`config.mk`:
```
export PLATFORM = sky130hd
export DESIGN_NAME = memory_access_controller
export DESIGN_NICKNAME = d
export VERILOG_FILES = /design/src/rtl/memory_access_controller.sv
export SDC_FILE = /design/constraint.sdc
export NUM_CORES = 1
export LEC_CHECK = 0
export CAP_MARGIN = 0
export CORE_ASPECT_RATIO = 2
export CORE_MARGIN = 2
export CORE_UTILIZATION = 35
export CTS_BUF_LIST = sky130_fd_sc_hd__clkbuf_16
export CTS_CLUSTER_DIAMETER = 200
export DETAILED_ROUTE_END_ITERATION = 10
export PLACE_DENSITY = 0.7
export SYNTH_ARGS = -nofsm -noshare
export SYNTH_HDL_FRONTEND = slang
export SYNTH_SLANG_ARGS = --single-unit
```
`constraint.sdc`:
```
create_clock -name clk -period 1.65 [get_ports clk]
set_input_delay 0.2475 -clock clk [delete_from_list [all_inputs] [get_ports clk]]
set_output_delay 0.2475 -clock clk [all_outputs]
set_load 0.005 [all_outputs]
```
`src/rtl/memory_access_controller.sv`:
```
// -----------------------------------------------------------------------------
// memory_access_controller
//
// Purpose:
//   Bridges the data register controller and the external memory bus. One
//   request (read or write) is accepted while idle; it is driven onto the bus
//   with a req/ack handshake. Read data is returned on a registered bus that
//   feeds the register file. A completed instruction fetch pulses the program
//   counter count enable together with the completion pulse.
//
// Optional feature (compile-time macro MEM_TIMEOUT_EN):
//   When defined, an access that sees no ack for TIMEOUT cycles is abandoned.
//   In that case o_err and o_done pulse together, o_pc_count_en stays low and
//   o_rdata is left untouched. When undefined, ACCESS waits for ack forever
//   and o_err is constant 0.
//
// Ports:
//   clk            clock, all state on the rising edge
//   rst_n          asynchronous active-low reset
//   i_rd_start     read request, sampled only in IDLE
//   i_wr_start     write request, sampled only in IDLE (wins over read)
//   i_fetch        marks a read as an instruction fetch, sampled with start
//   i_addr         address, captured at start (LSBs drive the bus)
//   i_wdata        write data, captured at start
//   o_busy         high while a transaction is in ACCESS or DONE
//   o_done         one-cycle completion pulse
//   o_rdata        last read data, held until the next read completes
//   o_pc_count_en  one-cycle pulse with o_done for a completed fetch
//   o_mem_req      bus request
//   o_mem_we       bus direction, 1 = write (valid while o_mem_req)
//   o_mem_addr     bus address (stable while o_mem_req)
//   o_mem_wdata    bus write data (stable while o_mem_req)
//   i_mem_ack      bus acknowledge, only looked at in ACCESS
//   i_mem_rdata    bus read data, valid in the ack cycle
//   o_err          timeout pulse (constant 0 without MEM_TIMEOUT_EN)
// -----------------------------------------------------------------------------
module memory_access_controller #(
  parameter int DATA_WIDTH = 8,
  parameter int ADDR_WIDTH = 8,
  parameter int TIMEOUT    = 15
) (
  input  logic                  clk,
  input  logic                  rst_n,
  input  logic                  i_rd_start,
  input  logic                  i_wr_start,
  input  logic                  i_fetch,
  input  logic [DATA_WIDTH-1:0] i_addr,
  input  logic [DATA_WIDTH-1:0] i_wdata,
  output logic                  o_busy,
  output logic                  o_done,
  output logic [DATA_WIDTH-1:0] o_rdata,
  output logic                  o_pc_count_en,
  output logic                  o_mem_req,
  output logic                  o_mem_we,
  output logic [ADDR_WIDTH-1:0] o_mem_addr,
  output logic [DATA_WIDTH-1:0] o_mem_wdata,
  input  logic                  i_mem_ack,
  input  logic [DATA_WIDTH-1:0] i_mem_rdata,
  output logic                  o_err
);

  typedef enum logic [1:0] {
    ST_IDLE   = 2'd0,
    ST_ACCESS = 2'd1,
    ST_DONE   = 2'd2
  } state_t;

  state_t                  state_r;
  state_t                  state_next_s;

  // Per-transaction context captured at start
  logic                    we_r;
  logic                    fetch_r;
  logic [ADDR_WIDTH-1:0]   addr_r;
  logic [DATA_WIDTH-1:0]   wdata_r;

  // Registered outputs
  logic                    busy_r;
  logic                    done_r;
  logic                    req_r;
  logic                    pc_count_en_r;
  logic                    err_r;
  logic [DATA_WIDTH-1:0]   rdata_r;

  // Decoded events for the current cycle
  logic                    capture_s;
  logic                    ack_hit_s;
  logic                    timeout_s;
  logic                    timeout_hit_s;

`ifdef MEM_TIMEOUT_EN
  localparam int CNT_W = (TIMEOUT < 2) ? 1 : $clog2(TIMEOUT + 1);

  logic [CNT_W-1:0]        wait_cnt_r;

  // The counter holds the number of ack-less ACCESS cycles already elapsed,
  // so the TIMEOUT-th such cycle is the one where it still reads TIMEOUT-1.
  assign timeout_s = (wait_cnt_r == CNT_W'(TIMEOUT - 1));

  // Wait counter: cleared when a transaction is accepted, counts ACCESS
  // cycles that pass without an ack.
  always_ff @(posedge clk or negedge rst_n) begin
    if (!rst_n) begin
      wait_cnt_r <= {CNT_W{1'b0}};
    end else if (capture_s) begin
      wait_cnt_r <= {CNT_W{1'b0}};
    end else if ((state_r == ST_ACCESS) && !i_mem_ack) begin
      wait_cnt_r <= wait_cnt_r + CNT_W'(1);
    end else begin
      wait_cnt_r <= wait_cnt_r;
    end
  end
`else
  // No timeout in this build; TIMEOUT is a positive count, so this folds to 0.
  assign timeout_s = (TIMEOUT < 0) ? 1'b1 : 1'b0;
`endif

  // Next-state decode and per-cycle events. Ack takes priority over timeout.
  always_comb begin
    state_next_s  = state_r;
    capture_s     = 1'b0;
    ack_hit_s     = 1'b0;
    timeout_hit_s = 1'b0;
    case (state_r)
      ST_IDLE: begin
        if (i_rd_start || i_wr_start) begin
          state_next_s = ST_ACCESS;
          capture_s    = 1'b1;
        end else begin
          state_next_s = ST_IDLE;
        end
      end
      ST_ACCESS: begin
        if (i_mem_ack) begin
          state_next_s = ST_DONE;
          ack_hit_s    = 1'b1;
        end else if (timeout_s) begin
          state_next_s  = ST_DONE;
          timeout_hit_s = 1'b1;
        end else begin
          state_next_s = ST_ACCESS;
        end
      end
      ST_DONE: begin
        state_next_s = ST_IDLE;
      end
      default: begin
        state_next_s = ST_IDLE;
      end
    endcase
  end

  // State register.
  always_ff @(posedge clk or negedge rst_n) begin
    if (!rst_n) begin
      state_r <= ST_IDLE;
    end else begin
      state_r <= state_next_s;
    end
  end

  // Transaction context: captured once at start and held for the whole
  // transaction so the bus sees stable address/data/direction.
  always_ff @(posedge clk or negedge rst_n) begin
    if (!rst_n) begin
      we_r    <= 1'b0;
      fetch_r <= 1'b0;
      addr_r  <= {ADDR_WIDTH{1'b0}};
      wdata_r <= {DATA_WIDTH{1'b0}};
    end else if (capture_s) begin
      we_r    <= i_wr_start;
      fetch_r <= i_fetch & ~i_wr_start;
      addr_r  <= i_addr[ADDR_WIDTH-1:0];
      wdata_r <= i_wdata;
    end else begin
      we_r    <= we_r;
      fetch_r <= fetch_r;
      addr_r  <= addr_r;
      wdata_r <= wdata_r;
    end
  end

  // Status and handshake outputs, registered from the next state so each one
  // lines up with the state it describes without a combinational output path.
  always_ff @(posedge clk or negedge rst_n) begin
    if (!rst_n) begin
      busy_r        <= 1'b0;
      req_r         <= 1'b0;
      done_r        <= 1'b0;
      pc_count_en_r <= 1'b0;
      err_r         <= 1'b0;
    end else begin
      busy_r        <= (state_next_s != ST_IDLE);
      req_r         <= (state_next_s == ST_ACCESS);
      done_r        <= (state_next_s == ST_DONE);
      pc_count_en_r <= ack_hit_s & fetch_r;
      err_r         <= timeout_hit_s;
    end
  end

  // Read data return: only a successfully acknowledged read updates it.
  always_ff @(posedge clk or negedge rst_n) begin
    if (!rst_n) begin
      rdata_r <= {DATA_WIDTH{1'b0}};
    end else if (ack_hit_s && !we_r) begin
      rdata_r <= i_mem_rdata;
    end else begin
      rdata_r <= rdata_r;
    end
  end

  assign o_busy        = busy_r;
  assign o_done        = done_r;
  assign o_rdata       = rdata_r;
  assign o_pc_count_en = pc_count_en_r;
  assign o_mem_req     = req_r;
  assign o_mem_we      = we_r;
  assign o_mem_addr    = addr_r;
  assign o_mem_wdata   = wdata_r;
  assign o_err         = err_r;

endmodule

```
## Yosys cells after proc, flatten, opt, wreduce, memory -nomap -nowiden

Index checks and enable logic that the tools add are counted.

- Equality and inequality tests: 3
- Multiplexer cells: 7
- Bitwise logic cells: 3
- Reductions and logical operators: 5

Operators by type and width:

| operator | number |
|---|---|
| two-way mux 1 bit | 5 |
| == test 2 x 1 -> 1 bit (second input constant) | 2 |
| case mux 2 bit (2 select lines) | 1 |
| bitwise AND 1 bit | 2 |
| == test 2 bit (second input constant) | 1 |
| zero test 2 bit | 1 |
| two-way mux 2 bit | 1 |
| nonzero test 2 bit | 1 |
| logical AND 1 bit | 1 |
| zero test 1 bit | 1 |
| logical OR 1 bit | 1 |
| inverter 1 bit | 1 |

- Register bits after elaboration: 32
- Input bits: 30
- Output and inout port bits: 30
- Word-level logic and storage cells: 28

## Logic depth before layout (Yosys ltp)

Gate-level depths: netlist (run 1).

- Word-level depth: 4
- Gate-level depth with buffers: 5
- Gate-level depth less buffers: 3

## Worst setup path before layout (run 1)

OpenSTA, ideal clock, no wires.

- Kind: reg-to-reg
- From: register state_r[0]
- To: register addr_r[0] (netlist: o_mem_addr[0])
- Setup time: 125 ps
- Arrival: 1293 ps
- Required time: 1525 ps
- Path slack: 232 ps
- Cell stages (with the launch flop): 5
- Path buffers: 2
- Clock period less this slack: 1418 ps
- Cell sequence: dfrtp_1 -> buf_2 -> nor3_4 -> buf_6 -> mux2_2

- Word-level cells in the longest chain between the ends: 2

RTL lines:

| element | line | source |
|---|---|---|
| from (decl) | 68 | `state_t state_r;` |
| from (signal assigned) | 158 | `state_r <= state_next_s;` |
| zero test 2 bit | 124 | `case (state_r)` |
| two-way mux 1 bit | 124 |  |
| to (signal assigned) | 168 | `addr_r <= {ADDR_WIDTH{1'b0}};` |
| to (signal assigned) | 173 | `addr_r <= i_addr[ADDR_WIDTH-1:0];` |
| to (signal assigned) | 178 | `addr_r <= addr_r;` |
| to (decl) | 74 | `logic [ADDR_WIDTH-1:0] addr_r;` |

No other way between the ends.
A chain may end at the register's enable or synchronous reset.

## Worst setup path after layout (run 1)

- From: register we_r (netlist: o_mem_we)
- To: output o_mem_we

RTL lines:

| element | line | source |
|---|---|---|
| from (decl) | 72 | `logic we_r;` |
| from (signal assigned) | 171 | `we_r <= i_wr_start;` |
| from (signal assigned) | 176 | `we_r <= we_r;` |
| to (decl) | 54 | `output logic o_mem_we,` |

No word-level cell between the ends.

==> flow_metrics.env, run 1 <==
export IMPL_core_um2=3530
export IMPL_syn_inst=78
export IMPL_grtUsageTotal=0.137
export IMPL_antenna_found_initial=0
export IMPL_cp_max_fo=3
export IMPL_n_fill_cell=292
export IMPL_syn_num_nets=108
export IMPL_antenna_left=0
export IMPL_setup_violations=0
export IMPL_critPathMaxStageDelay_ns=0.53
export IMPL_drt_iter0_markers=8
export IMPL_first_pass_iters=3
export IMPL_slew_viol_final=0
export IMPL_cts_buffer_depth=2
export IMPL_cap_violations=0
export IMPL_crit_path_top_delay_cell="clkdlybuf4s50_1"
export IMPL_io_pins=60
export IMPL_swShare=0.242
export IMPL_cts_clk_slew_worst_paths_ns=0.05
export IMPL_avgSynthCellArea_um2=16.2
export IMPL_num_rows=31
export IMPL_overflow=0
export IMPL_critPathTopFamily="buffers and inverters"
export IMPL_clock_power_share=0.238
export IMPL_finalCritPeriodShare=0.887
export IMPL_comb_power_share=0.383
export IMPL_yosysTopAreaCell="dfrtp_1"
export IMPL_area_growth_pct=63.5
export IMPL_synth_top_area_frac=0.632
export IMPL_portBuffers=58
export IMPL_internal_power_mw=2.69
export IMPL_grt_pass1_vias=957
export IMPL_end_kind="output port"
export IMPL_path_class="reg2out"
export IMPL_cts_resized=0
export IMPL_hold_violations=0
export IMPL_rsz0062_at_grt="false"
export IMPL_seqPwrFrac=0.379
export IMPL_vias=879
export IMPL_switchingPower_uw=860
export IMPL_gp_congestion=0.771
export IMPL_cts_buffers=5
export IMPL_start_util=0.359
export IMPL_total_power_mw=3.55
export IMPL_peakVddDrop_mv=0.916
export IMPL_cellLeakagePower_nw=0.877
export IMPL_crit_buf_inv=1
export IMPL_die_h_um=89.1
export IMPL_viasPerCell=4.53
export IMPL_fp_dieW_um=46.5
export IMPL_cts_tree="built"
export IMPL_clk_latency_ns=0.27
export IMPL_pwr_density_cell_nw_per_um2=1710
export IMPL_grt_start_max_net_pins=33
export IMPL_n_antenna_cell=0
export IMPL_outcome="completed"
export IMPL_hpwl_mm=1.76
export IMPL_max_freq_mhz=683
export IMPL_die_area_um2=4140
export IMPL_routedWlPerCell_um=12.4
export IMPL_cts_setup_buffers=0
export IMPL_grt_pass1_wl_mm=4.14
export IMPL_yosysSeqAreaShare=0.632
export IMPL_arrival_ns=1.22
export IMPL_utilization=0.587
export IMPL_min_period_ns=1.46
export IMPL_synth_area_top_cells="dfrtp_1, mux2_2, mux2_4"
export IMPL_netlist_area_um2=1270
export IMPL_wirelength_mm=2.41
export IMPL_nets=174
export IMPL_ff_latch_area_um2=801
export IMPL_skew_ns=0.00302
export IMPL_yosysWarnings=0
export IMPL_cts_sinks=32
export IMPL_ctsHoldBuffers=0
export IMPL_hp_class="in2async"
export IMPL_multiInputGateArea_um2=419
export IMPL_h_tree_depth=2
export IMPL_yosysUniqueCellTypes=19
export IMPL_cp_cell_sequence="clkdlybuf4s50_1"
export IMPL_start_kind="flip-flop"
export IMPL_drive_gt1_frac=0.269
export IMPL_synth_seq_cells=32
export IMPL_drcViolationCount=0
export IMPL_critPathRequiredTime_ns=1.40
export IMPL_root_buffer="clkbuf_16"
[placed cells by master (no fill, tap or decap)]
| master | synthesis | layout |
|---|---|---|
| clkdlybuf4s50_1 | 0 | 58 |
| dfrtp_1 | 32 | 32 |
| mux2_2 | 16 | 16 |
| mux2_4 | 8 | 8 |
| clkbuf_16 | 0 | 5 |
| buf_4 | 1 | 4 |
| nor2_1 | 3 | 3 |
| a211oi_1 | 2 | 2 |
| and3b_1 | 2 | 2 |
| clkinv_2 | 0 | 2 |
| buf_12 | 0 | 2 |
| nor3_1 | 1 | 1 |
| and2_1 | 1 | 1 |
| nor2b_4 | 1 | 1 |
| nor3_4 | 1 | 1 |
| nand2_1 | 1 | 1 |
| a22o_1 | 1 | 1 |
| nand3_1 | 1 | 1 |
| o31ai_1 | 1 | 1 |
| o21ai_0 | 1 | 1 |
| conb_1 | 1 | 1 |
| clkinv_1 | 0 | 1 |
[worst paths after layout]
| path | start | to | slack (ns) | depth (start not counted) |
|---|---|---|---|---|
| worst max-delay path | o_mem_we$_DFFE_PN0P_ | o_mem_we | 0.19 | 1 |
| worst min-delay path | rst_n | o_rdata[3]$_DFFE_PN0P_ | 0.38 | 2 |
| worst max register to register | state_r[0]$_DFF_PN0_ | o_rdata[4]$_DFFE_PN0P_ | 0.20 | 4 |
| worst min register to register | fetch_r$_DFFE_PN0P_ | o_pc_count_en$_DFF_PN0_ | 0.48 | 1 |
| max in group asynchronous | rst_n | o_mem_addr[0]$_DFFE_PN0P_ | 0.99 | 2 |
| min in group clk | fetch_r$_DFFE_PN0P_ | o_pc_count_en$_DFF_PN0_ | 0.48 | 1 |
[synthesized netlist by cell type, drive strengths merged]
| cell type | n |
|---|---|
| dfrtp | 32 |
| mux2 | 24 |
| buf | 5 |
| nor2 | 3 |
| a211oi | 2 |
| and3b | 2 |
| nor3 | 2 |
| a22o | 1 |
| and2 | 1 |
| conb | 1 |
| nand2 | 1 |
| nand3 | 1 |
| nor2b | 1 |
| o21ai | 1 |
| o31ai | 1 |
[area by class of cell]
| cell class | instances | share of cell area |
|---|---|---|
| Timing Repair Buffer | 64 | 0.314 |
| Sequential cell | 32 | 0.387 |
| Tap cell | 49 | 0.0296 |
| Clock buffer | 5 | 0.0604 |
| Clock inverter | 3 | 0.00665 |
| Multi-Input combinational cell | 41 | 0.202 |
[logic make-up after synthesis]
group / after synthesis / share of synthesized area
buffers and inverters: 5 / 0.0366
other: 1 / 0.00296
flip-flops: 32 / 0.632
multiplexers: 24 / 0.237
AO/OA/AOI/OAI: 5 / 0.0287
AND/OR/NAND/NOR: 11 / 0.0622
[flip-flops by register name (all words and copies together), names as in the netlist]
name,cells
o_mem_we,1
o_rdata,8
o_pc_count_en,1
state_r,2
o_busy,1
o_mem_addr,8
o_done,1
fetch_r,1
o_mem_wdata,8
o_mem_req,1
[power groups by stage]
stage / Combinational (mW) / Clock (mW) / Sequential, mW
3_3_place_gp: 1.36 / 0 / 1.34
4_1_cts: 1.39 / 0.876 / 1.35
5_1_grt: 1.47 / 0.907 / 1.39
6_report: 1.36 / 0.842 / 1.34
2_1_floorplan: 0.537 / 0 / 1.34
3_5_place_dp: 1.38 / 0 / 1.35
[per-stage QoR]
step | hold slack (ns) | std cells | instance area (µm²) | setup slack [ns] | TNS, ns
2_1_floorplan | -0.0481 | 78 | 1270 | 0.232 | 0
3_3_place_gp | 0.484 | 186 | 1930 | -0.0424 | -0.338
3_5_place_dp | 0.481 | 186 | 1930 | -0.0707 | -0.543
4_1_cts | 0.394 | 194 | 2070 | 0.174 | 0
5_1_grt | 0.413 | 194 | 2070 | 0.100 | 0
6_report | 0.379 | 194 | 2070 | 0.186 | 0
[metal layers]
layer | GRT usage | vias to the layer above | share of wire
met3 | 0.0485 | 4 | 0.11
met2 | 0.223 | 51 | 0.47
li1 | - | 401 | -
met5 | 0 | - | 0
met4 | 0.0545 | 0 | 0.016
met1 | 0.158 | 423 | 0.40
No activity file was read; power rests on OpenSTA's default activity.
==> run 2: changes to the inputs <==
Settings changed: CORE_ASPECT_RATIO 2 to 0.7.
==> run 2 against run 1 <==
Cell area fell by 0.18%. Global-route usage grew 0.54 points. Cell count is 1.0% higher. Register-to-register slack worse by 0.05 ns. Non-clock buffer count up 1. Clock skew increased by 0.0029 ns. Fmax decreased by 2.3%. Sequential power barely moved. Critical path type is now reg2reg. Critical endpoint is now o_rdata[4]$_DFFE_PN0P_.
==> flow_metrics.env, run 2 (synthesis gave the netlist of run 1 again) <==
export IMPL_grt_pass1_wl_mm=4.11
export IMPL_start_util=0.363
export IMPL_num_rows=18
export IMPL_gp_congestion=0.772
export IMPL_end_kind="flip-flop"
export IMPL_path_class="reg2reg"
export IMPL_grtUsageTotal=0.142
export IMPL_rsz0062_at_grt="false"
export IMPL_whs_ns=0.407
export IMPL_skew_ns=0.00593
export IMPL_cts_buffers=5
export IMPL_cts_setup_buffers=0
export IMPL_setup_violations=0
export IMPL_place_ws_ns=-0.0326
export IMPL_hpwl_mm=1.97
export IMPL_hold_violations=0
export IMPL_routedWlPerCell_um=13.8
export IMPL_hp_class="in2async"
export IMPL_final_common_cell="clkdlybuf4s50_1"
export IMPL_drive_gt1_frac=0.274
export IMPL_nets=175
export IMPL_overflow=0
export IMPL_peakVddDrop_mv=0.857
export IMPL_grt_start_max_net_pins=33
export IMPL_cts_clk_slew_worst_paths_ns=0.05
export IMPL_pwr_density_cell_nw_per_um2=1720
export IMPL_clock_power_share=0.239
export IMPL_outcome="completed"
export IMPL_mostFrequentLayoutCells="clkdlybuf4s50_1, dfrtp_1, mux2_2, mux2_4, buf_4"
export IMPL_n_antenna_cell=0
export IMPL_cellLeakagePower_nw=0.878
export IMPL_start_kind="flip-flop"
export IMPL_internal_power_mw=2.67
export IMPL_portBuffers=58
export IMPL_vias=863
export IMPL_die_h_um=54.3
export IMPL_cts_sinks=32
export IMPL_cap_violations=0
export IMPL_grt_pass1_vias=876
export IMPL_cp_max_fo=8
export IMPL_clk_latency_ns=0.27
export IMPL_cts_buffer_depth=2
export IMPL_comb_power_share=0.381
export IMPL_swShare=0.247
export IMPL_first_pass_iters=4
export IMPL_core_um2=3490
export IMPL_finalCritPeriodShare=0.908
export IMPL_min_period_ns=1.50
export IMPL_slew_viol_final=0
export IMPL_utilization=0.592
export IMPL_io_pins=60
export IMPL_area_growth_pct=63.2
export IMPL_die_area_um2=4120
export IMPL_root_buffer="clkbuf_16"
export IMPL_cts_tree="built"
export IMPL_h_tree_depth=2
export IMPL_drcViolationCount=0
export IMPL_critPathRequiredTime_ns=1.81
export IMPL_viasPerCell=4.40
export IMPL_setup_ws_ns=0.152
export IMPL_max_freq_mhz=668
export IMPL_wirelength_mm=2.70
export IMPL_seqPwrFrac=0.380
export IMPL_antenna_found_initial=0
export IMPL_ctsHoldBuffers=0
export IMPL_setup_tns_ns=0
export IMPL_switchingPower_uw=880
export IMPL_antenna_left=0
export IMPL_arrival_ns=1.65
export IMPL_drt_iter0_markers=19
export IMPL_cts_resized=0
export IMPL_fp_dieW_um=75.9
export IMPL_total_power_mw=3.55
run 2: power groups by stage:
stage / registers [mW] / clock network, mW / logic, mW
after floorplan: 1.34 / 0 / 0.537
after global placement: 1.34 / 0 / 1.34
after detailed placement: 1.35 / 0 / 1.37
after CTS: 1.35 / 0.873 / 1.37
after global routing: 1.39 / 0.928 / 1.46
final: 1.35 / 0.851 / 1.35
run 2: cell type report:
type | instances | area [µm²]
repair buffers | 65 | 646
flip-flops and latches | 32 | 801
fillers | 286 | 1420
well taps | 50 | 62.6
clock buffers | 5 | 125
multi-input cells | 41 | 419
clock inverters | 3 | 13.8
run 2: critical path, cell delays in order, from the launching register on:
cell and delay [ns]:
dfrtp_1 0.51, and3b_1 0.26, nor2b_4 0.17, buf_12 0.14, mux2_4 0.30
run 2: per-layer routing:
metal	GRT usage	up-vias	share of wire
li1	-	404	-
met1	0.175	409	0.47
met2	0.207	46	0.42
met3	0.0718	4	0.11
met4	0.0702	0	0.013
met5	0	-	0
run 2: final timing paths:
kind,to,slack [ns],cells past startpoint,startpoint
max,o_rdata[4]$_DFFE_PN0P_,0.15,4,state_r[0]$_DFF_PN0_
min,o_mem_wdata[4]$_DFFE_PN0P_,0.41,2,rst_n
max reg2reg,o_rdata[4]$_DFFE_PN0P_,0.15,4,state_r[0]$_DFF_PN0_
min reg2reg,o_mem_addr[6]$_DFFE_PN0P_,0.51,1,o_mem_addr[6]$_DFFE_PN0P_
max in group asynchronous,o_busy$_DFF_PN0_,0.96,2,rst_n
min in group clk,o_mem_addr[6]$_DFFE_PN0P_,0.51,1,o_mem_addr[6]$_DFFE_PN0P_
run 2: metrics by stage:
step | cells | cell area [µm²]
after floorplan | 78 | 1270
after global placement | 188 | 1930
after detailed placement | 188 | 1930
after CTS | 196 | 2070
after global routing | 196 | 2070
final | 196 | 2070
==> run 3: changes to the inputs <==
Settings changed: CTS_BUF_LIST sky130_fd_sc_hd__clkbuf_16 to sky130_fd_sc_hd__clkbuf_8, SKIP_LAST_GASP set to 1.
==> run 3 against run 2 <==
Global-route usage is 0.080 points higher. Core utilization down 1.3 points. Sequential power about the same.
==> flow_metrics.env, run 3 (synthesis gave the netlist of run 1 again) <==
export IMPL_cts_buffer_depth=2
export IMPL_fp_dieW_um=75.9
export IMPL_crit_buf_inv=1
export IMPL_vias=870
export IMPL_max_freq_mhz=663
export IMPL_num_rows=18
export IMPL_grt_pass1_wl_mm=4.12
export IMPL_cts_clk_slew_worst_paths_ns=0.07
export IMPL_r2r_slack_ns=0.14
export IMPL_cts_resized=0
export IMPL_cts_buffers=5
export IMPL_cp_max_fo=8
export IMPL_utilization=0.579
export IMPL_gp_congestion=0.772
export IMPL_h_tree_depth=2
export IMPL_dpl_cell_count=188
export IMPL_final_common_cell="clkdlybuf4s50_1"
export IMPL_overflow=0
export IMPL_root_buffer="clkbuf_8"
export IMPL_critPathRequiredTime_ns=1.82
export IMPL_critPathTopFamily="flip-flops"
export IMPL_start_util=0.363
export IMPL_mostFrequentLayoutCells="clkdlybuf4s50_1, dfrtp_1, mux2_2, mux2_4"
export IMPL_core_um2=3490
export IMPL_end_kind="flip-flop"
export IMPL_cts_sinks=32
export IMPL_crit_path_top_delay_cell="dfrtp_1"
export IMPL_cellLeakagePower_nw=0.857
export IMPL_ctsHoldBuffers=0
export IMPL_outcome="completed"
export IMPL_instances_no_fill=196
export IMPL_nets=175
export IMPL_routedWlPerCell_um=13.7
export IMPL_grt_pass1_vias=886
export IMPL_clk_latency_ns=0.28
export IMPL_viasPerCell=4.44
export IMPL_cts_tree="built"
export IMPL_drcViolationCount=0
export IMPL_grt_start_max_net_pins=33
export IMPL_cap_violations=0
export IMPL_die_area_um2=4120
export IMPL_rsz0062_at_grt="false"
export IMPL_cp_cell_sequence="and3b_1 > nor2b_4 > buf_12 > mux2_4"
export IMPL_drt_iter0_markers=17
export IMPL_start_kind="flip-flop"
export IMPL_r2r_cells=4
export IMPL_total_power_mw=3.30
export IMPL_first_pass_iters=4
export IMPL_whs_ns=0.392
export IMPL_io_pins=60
export IMPL_slew_viol_final=0
export IMPL_antenna_found_initial=0
export IMPL_n_fill_cell=286
export IMPL_critPathMaxStageDelay_ns=0.48
export IMPL_hold_violations=0
export IMPL_hp_class="in2async"
export IMPL_hpwl_mm=1.97
export IMPL_wirelength_mm=2.69
export IMPL_portBuffers=58
export IMPL_rr_endpoint="o_rdata[4]$_DFFE_PN0P_"
export IMPL_arrival_ns=1.67
export IMPL_path_class="reg2reg"
export IMPL_die_h_um=54.3
export IMPL_pwr_density_cell_nw_per_um2=1630
export IMPL_area_growth_pct=59.6
export IMPL_min_period_ns=1.51
export IMPL_cts_setup_buffers=0
export IMPL_n_antenna_cell=0
export IMPL_setup_ws_ns=0.143
export IMPL_peakVddDrop_mv=0.832
export IMPL_r2r_start="state_r[1]$_DFF_PN0_"
export IMPL_skew_ns=0.00558
export IMPL_place_ws_ns=-0.0326
export IMPL_antenna_left=0
export IMPL_grtUsageTotal=0.143
export IMPL_drive_gt1_frac=0.281
export IMPL_setup_violations=0
export IMPL_finalCritPeriodShare=0.913
[run 3: cell count changes in the layout (fill, tap and decap cells not counted)]
cell and delta:
clkbuf_16 -5, clkinv_1 -1, clkbuf_8 +6
[run 3: worst max-delay path by stage]
stage / from / to / slack (ns) / depth (start not counted)
global placement: i_mem_ack / o_rdata[3]$_DFFE_PN0P_ / 0.01 / 5
floorplan: state_r[0]$_DFF_PN0_ / o_mem_addr[0]$_DFFE_PN0P_ / 0.23 / 4
CTS: o_mem_we$_DFFE_PN0P_ / o_mem_we / 0.12 / 1
global route: state_r[1]$_DFF_PN0_ / o_rdata[7]$_DFFE_PN0P_ / 0.07 / 4
finish: state_r[1]$_DFF_PN0_ / o_rdata[4]$_DFFE_PN0P_ / 0.14 / 4
detailed placement: i_rd_start / o_mem_addr[1]$_DFFE_PN0P_ / -0.03 / 5
[run 3: worst reg2reg max path, delay by kind of cell, from the launching register on]
kind	cells	cell delay [ns]
buffers and inverters	1	0.14
and+or+nand+nor	2	0.48
DFF	1	0.48
muxes	1	0.30
[run 3: area by class of cell]
class / instances / area (µm²) / share of cell area
well taps: 50 / 62.6 / 0.0310
multi-input cells: 41 / 419 / 0.207
repair buffers: 65 / 646 / 0.320
flip-flops and latches: 32 / 801 / 0.396
clock inverters: 2 / 10.0 / 0.00495
clock buffers: 6 / 82.6 / 0.0409
[run 3: power by group]
part / switching [mW] / internal (mW) / total (mW)
registers: 0.216 / 1.13 / 1.35
clock network: 0.272 / 0.332 / 0.604
logic: 0.357 / 0.995 / 1.35
total: 0.845 / 2.46 / 3.30
[run 3: metal layers]
| metal | vias to the layer above | global-route usage | wire length, µm |
|---|---|---|---|
| met3 | 7 | 0.0718 | 314 |
| met2 | 53 | 0.211 | 1130 |
| met4 | 0 | 0.0702 | 55 |
| met5 | - | 0 | 0 |
| met1 | 408 | 0.174 | 1200 |
| li1 | 402 | - | - |
[run 3: through the flow]
stage	setup TNS, ns	area, µm²
2_1_floorplan	0	1270
3_3_place_gp	0	1930
3_5_place_dp	-0.342	1930
4_1_cts	0	2020
5_1_grt	0	2020
6_report	0	2020
